<file path="config.mk">
export PLATFORM = sky130hd
export DESIGN_NAME = seg_chaser
export DESIGN_NICKNAME = d
export VERILOG_FILES = /design/src/rtl/seg_pkg.sv /design/src/rtl/tick_gen.sv /design/src/rtl/seg_chaser.sv
export SDC_FILE = /design/constraint.sdc
export NUM_CORES = 1
export LEC_CHECK = 0
export BUFFER_PORTS_ARGS = -buffer_cell sky130_fd_sc_hd__buf_2
export CAP_MARGIN = 5
export CORE_MARGIN = 4
export CORE_UTILIZATION = 56
export DETAILED_ROUTE_END_ITERATION = 16
export GPL_TIMING_DRIVEN = 0
export PLACE_DENSITY = 0.86
export REMOVE_ABC_BUFFERS = 1
export SETUP_SLACK_MARGIN = 0.05
export SYNTH_ARGS = -nofsm -noshare
export SYNTH_HDL_FRONTEND = slang
export SYNTH_SLANG_ARGS = --single-unit
</file>
<file path="constraint.sdc">
create_clock -name clk -period 2.6 [get_ports clk]
set_input_delay 0.39 -clock clk [delete_from_list [all_inputs] [get_ports clk]]
set_output_delay 0.39 -clock clk [all_outputs]
set_load 0.02 [all_outputs]
</file>
<file path="src/rtl/seg_pkg.sv">
// Shared segment types and the position-to-segment mapping used by the
// chaser and any other single-digit display block.
package seg_pkg;

  localparam int SEG_W = 7;

  typedef logic [SEG_W-1:0] seg_t;

  localparam seg_t SEG_ALL_OFF_CA = 7'b1111111;
  localparam seg_t SEG_ALL_OFF_CC = 7'b0000000;

  // Position 0 drives bit 6 (segment a); polarity flips for common-anode parts.
  function automatic seg_t onehot_seg(input logic [2:0] pos, input logic common_anode);
    seg_t w_on;
    w_on = seg_t'(7'b1000000 >> pos);
    return common_anode ? (SEG_ALL_OFF_CA ^ w_on) : (SEG_ALL_OFF_CC | w_on);
  endfunction

endpackage

</file>
<file path="src/rtl/tick_gen.sv">
// Programmable prescaler: one-cycle tick every div+1 enabled clocks.
// Freezes (no tick, count held) while en is low.
module tick_gen #(
  parameter int DIV_W = 26
) (
  input  logic             clk,
  input  logic             reset,
  input  logic             en,
  input  logic [DIV_W-1:0] div,
  output logic             tick
);

  generate
    if (DIV_W < 1) begin : g_bad_div_w
      $error("tick_gen: DIV_W must be at least 1");
    end
  endgenerate

  logic [DIV_W-1:0] r_cnt;
  logic             w_wrap;

  // >= rather than == so a period shortened below the running count
  // terminates on the next enabled cycle instead of rolling all the way round.
  assign w_wrap = (r_cnt >= div);
  assign tick   = en & w_wrap;

  always_ff @(posedge clk) begin
    if (reset) begin
      r_cnt <= '0;
    end else if (en) begin
      r_cnt <= w_wrap ? '0 : r_cnt + DIV_W'(1);
    end
  end

endmodule

</file>
<file path="src/rtl/seg_chaser.sv">
// Single-digit segment chase: one lit segment walks a ring of N_SEG
// positions, wrapping or ping-ponging, at a rate set by the prescaler.
module seg_chaser
  import seg_pkg::*;
#(
  parameter int N_SEG        = 6,
  parameter bit COMMON_ANODE = 1'b1,
  parameter int DIV_W        = 26,
  localparam int PW          = $clog2(N_SEG)
) (
  input  logic             clk,
  input  logic             reset,
  input  logic             en,
  input  logic             dir,
  input  logic             mode,
  input  logic [DIV_W-1:0] div,
  output logic [6:0]       seg,
  output logic [PW-1:0]    pos,
  output logic             lap
);

  generate
    if (N_SEG < 2 || N_SEG > 7) begin : g_bad_n_seg
      $error("seg_chaser: N_SEG must be in 2..7");
    end
  endgenerate

  localparam logic [PW-1:0] LAST   = PW'(N_SEG - 1);
  localparam logic [PW-1:0] PENULT = PW'(N_SEG - 2);
  localparam logic [PW-1:0] ONE    = PW'(1);

  logic          w_tick;
  logic          w_dir_eff;
  logic [PW-1:0] w_pos_next;
  logic          w_dir_next;
  logic          w_lap_next;

  logic [PW-1:0] r_pos;
  logic          r_dir_q;
  logic          r_lap;
  seg_t          r_seg;

  tick_gen #(
    .DIV_W(DIV_W)
  ) u_tick (
    .clk  (clk),
    .reset(reset),
    .en   (en),
    .div  (div),
    .tick (w_tick)
  );

  // Wrap mode follows the dir pin live; bounce mode owns the direction.
  assign w_dir_eff = mode ? r_dir_q : dir;

  always_comb begin
    w_pos_next = r_pos;
    w_dir_next = w_dir_eff;
    w_lap_next = 1'b0;
    if (w_tick) begin
      if (int'(r_pos) >= N_SEG) begin
        w_pos_next = '0;
      end else if (!mode) begin
        if (!w_dir_eff) begin
          if (r_pos == LAST) begin
            w_pos_next = '0;
            w_lap_next = 1'b1;
          end else begin
            w_pos_next = r_pos + ONE;
          end
        end else begin
          if (r_pos == '0) begin
            w_pos_next = LAST;
            w_lap_next = 1'b1;
          end else begin
            w_pos_next = r_pos - ONE;
          end
        end
      end else begin
        // Bounce: reverse at either end, stepping straight back off it.
        if (!r_dir_q) begin
          if (r_pos == LAST) begin
            w_dir_next = 1'b1;
            w_pos_next = PENULT;
            w_lap_next = 1'b1;
          end else begin
            w_pos_next = r_pos + ONE;
          end
        end else begin
          if (r_pos == '0) begin
            w_dir_next = 1'b0;
            w_pos_next = ONE;
            w_lap_next = 1'b1;
          end else begin
            w_pos_next = r_pos - ONE;
          end
        end
      end
    end
  end

  // seg is decoded from the next position so it lands with pos, not after it.
  always_ff @(posedge clk) begin
    if (reset) begin
      r_pos   <= '0;
      r_dir_q <= 1'b0;
      r_lap   <= 1'b0;
      r_seg   <= onehot_seg(3'd0, COMMON_ANODE);
    end else begin
      r_pos   <= w_pos_next;
      r_dir_q <= w_dir_next;
      r_lap   <= w_lap_next;
      r_seg   <= onehot_seg(3'(w_pos_next), COMMON_ANODE);
    end
  end

  assign seg = r_seg;
  assign pos = r_pos;
  assign lap = r_lap;

endmodule

</file>
==> results.py <==
metrics = {
    "logic_synthesis": {
        "yosys-top-cells-area": "dfxtp_1 (30%), ha_1 (14%), nor2_1 (6.3%)",
        "synth_simple_gate_area_share_pct": 24.6,
        "synth-seq-cells": 38,
        "synth_top_family_by_area": "simple AND/OR/NAND/NOR gates",
        "syn_avg_cell_area_um2": 8.18,
        "yosysSeqAreaShare_pct": 30.4,
        "synth_top_area_share_pct": 30.4,
        "synth_top_area_cell": "dfxtp_1",
        "ys_warn_count": 0,
        "syn_inst": 306,
        "synth_compound_area_share_pct": 11.1,
        "netlist_area_mm2": 0.00250,
        "synthMuxAreaShare_pct": 3.30,
        "synth_xor_area_share_pct": 9.10,
        "ys.flop_type": "dfxtp_1",
        "ys_types": 42,
        "synth-edff-count": 0,
        "async_flop_share_pct": 0,
        "synth_fa_ha_area_share_pct": 14.5,
    },
    "global_route": {
        "grt_pass1_wl_um": 8380,
        "grt_overflow_total": 0,
        "grt_usage_pct": 19.2,
        "grt_pass1_vias": 2091,
        "grt_max_degree": 26,
        "antenna_found_initial": 0,
    },
    "critical_path": {
        "worstPathArrival_ns": 2.63,
        "rrSetupSlack_ns": 0.21,
        "cp_data_required_time_ns": 2.84,
        "critPathMaxFanout": 6,
        "end_kind": "register",
        "rr_worst_depth": 8,
        "r2r-start": "u_tick.r_cnt[3]$_SDFFE_PP0P_",
        "crit_type": "reg -> reg",
        "cp-start-kind": "register",
        "reg2reg_to": "seg[0]$_SDFF_PP1_",
    },
    "clock_network": {
        "clk_latency_ns": 0.29,
        "clk_pin_slew_worst_paths_ns": 0.08,
        "cts_tree": "built",
        "hold_buffers": 0,
        "clock_sinks": 38,
        "cts-root-buf": "clkbuf_8",
        "h-tree-depth": 2,
        "cts_buffers": 5,
        "cts_buffer_depth": 2,
    },
    "finish": {
        "antenna_cells": 0,
        "fin_area_mm2": 0.00290,
        "final_common_cell": "nor2_1",
        "area_growth_pct": 16.0,
        "final_cell_mix": "nor2_1 (42), buf_2 (41), dfxtp_1 (38), inv_1 (35), ha_1 (29)",
        "fillers": 371,
        "layout.cells.non_filler": 402,
        "postLayoutCoreUtil_pct": 66.7,
        "drive_gt1_share_pct": 20.3,
        "nets": 409,
    },
    "worst_hold_path": {
        "min_from": "reset",
        "hp-class": "in -> reg",
        "hold_depth": 2,
        "worstHoldEndpoint": "pos[2]$_SDFF_PP0_",
    },
    "pwr": {
        "ir_drop_v": 0.000325,
        "power.total_mw": 1.31,
        "leakagePower_nw": 1.37,
        "power_density_mw_per_mm2": 453,
    },
    "floorplanning": {
        "die_h_um": 74.9,
        "design.core.area_mm2": 0.00435,
        "die_w_um": 74.9,
        "ioPinCount": 42,
        "die_area_mm2": 0.00560,
        "initial_utilization_pct": 57.5,
        "placementRows": 24,
    },
    "sta": {
        "rsz0062_at_grt": "no",
        "slew_headroom_pct": 47.3,
        "fmax_mhz": 418,
        "min_period_ns": 2.39,
        "setup_viol": 0,
        "tightest_slew_ns": 0.768,
        "min_period_over_period_pct": 92.0,
        "fin_worst_skew_ns": 0.00371,
        "finalHoldViolCount": 0,
        "drv_slew": 0,
    },
    "placement": {
        "place_area_mm2": 0.00273,
        "dp_hpwl_um": 3840,
        "port_buffers": 41,
        "finalWeightedCongestion": 0.905,
        "dp_cells": 391,
    },
    "detailed_routing": {
        "vias": 2200,
        "routedWlPerCell_um": 12.6,
        "dr.first_iter.drc_count": 95,
        "drc": 0,
        "first_pass_iters": 4,
        "via_per_inst": 5.47,
        "ant_nets": 0,
        "drt-total-wl_um": 5080,
    },
    "run_status": {
        "status": "finished clean",
    },
    "flow_run": {
        "max_cap_viol_count": 0,
    },
}
## state kept, by name (all words and copies together), names as in the netlist
register	count
lap	1
pos	3
r_dir_q	1
seg	7
u_tick.r_cnt	26
## layout make-up
type	instances	area [µm²]	share of cell area (%)
multi-input cells	226	1580	54.5
clock buffers	6	82.6	2.84
clock inverters	2	60.1	2.07
inverters	35	131	4.52
well taps	52	65.1	2.24
flip-flops and latches	38	761	26.2
repair buffers	43	220	7.58
## synth_stat cells (2+ instances only)
cell type	count
a211o_1	2
a21o_1	2
a21oi_1	19
a22oi_1	2
and3_1	5
and4_4	2
buf_2	3
clkbuf_1	2
dfxtp_1	38
ha_1	29
inv_1	35
mux2_2	2
mux2i_1	6
nand2_1	24
nand2b_1	4
nand3_1	13
nand4_1	8
nand4_2	3
nor2_1	42
nor3_1	6
nor4_2	2
o211ai_1	3
o21a_1	3
o21ai_0	9
xnor2_1	16
xor2_1	10
## worst max-delay path by stage
stage	start	endpoint	cells past startpoint	slack [ns]
after global routing	u_tick.r_cnt[3]$_SDFFE_PP0P_	seg[6]$_SDFF_PP0_	8	0.11
after floorplan	div[3]	seg[1]$_SDFF_PP1_	9	0.28
after CTS	u_tick.r_cnt[3]$_SDFFE_PP0P_	seg[4]$_SDFF_PP1_	8	0.12
after detailed placement	div[3]	u_tick.r_cnt[12]$_SDFFE_PP0P_	10	-0.11
after global placement	div[3]	u_tick.r_cnt[6]$_SDFFE_PP0P_	10	-0.05
final	u_tick.r_cnt[3]$_SDFFE_PP0P_	seg[0]$_SDFF_PP1_	8	0.21
## critical path, stage by stage (launching register included)
cell and delay, ns:
dfxtp_1 0.44, ha_1 0.29, a211o_1 0.29, a21oi_1 0.13
o21ai_1 0.11, a31o_2 0.26, o21ai_2 0.35, mux2_2 0.39
nand3_1 0.08
## power breakdown
| part | switching [mW] | internal (mW) | leakage [nW] |
|---|---|---|---|
| combinational | 0.0550 | 0.0437 | 0.994 |
| clock | 0.215 | 0.409 | 0.0714 |
| sequential | 0.00595 | 0.586 | 0.307 |
| total | 0.276 | 1.04 | 1.37 |
## routing by layer
layer  GRT usage, %  routed length, µm
met3           5.74                334
met1           21.8               2180
met5              0                  0
met2           33.0               2510
met4           8.89                 59
## kinds of logic after synthesis
kind of cell,Yosys count
AO/OA/AOI/OAI,44
XOR/XNOR,26
adder cells (fa/ha/maj),29
buffers and inverters,43
flip-flops,38
multiplexers,8
AND/OR/NAND/NOR,118
## metrics by stage
| step | TNS (ns) | worst slack (ns) | hold WS [ns] |
|---|---|---|---|
| floorplan | 0 | 0.277 | 0.459 |
| global placement | -1.17 | -0.0503 | 0.507 |
| detailed placement | -2.01 | -0.114 | 0.528 |
| CTS | 0 | 0.118 | 0.396 |
| global route | 0 | 0.115 | 0.420 |
| finish | 0 | 0.207 | 0.402 |
## repair_timing
item | 4_1_cts | 5_1_grt
resized for setup | 1 | 1
endpoints found under the setup margin | 27 | 6
buffers inserted | 2 | 0
gates cloned | 0 | 1
pin swaps | 1 | 1
Note: power is estimated with default switching activity, not from simulation.
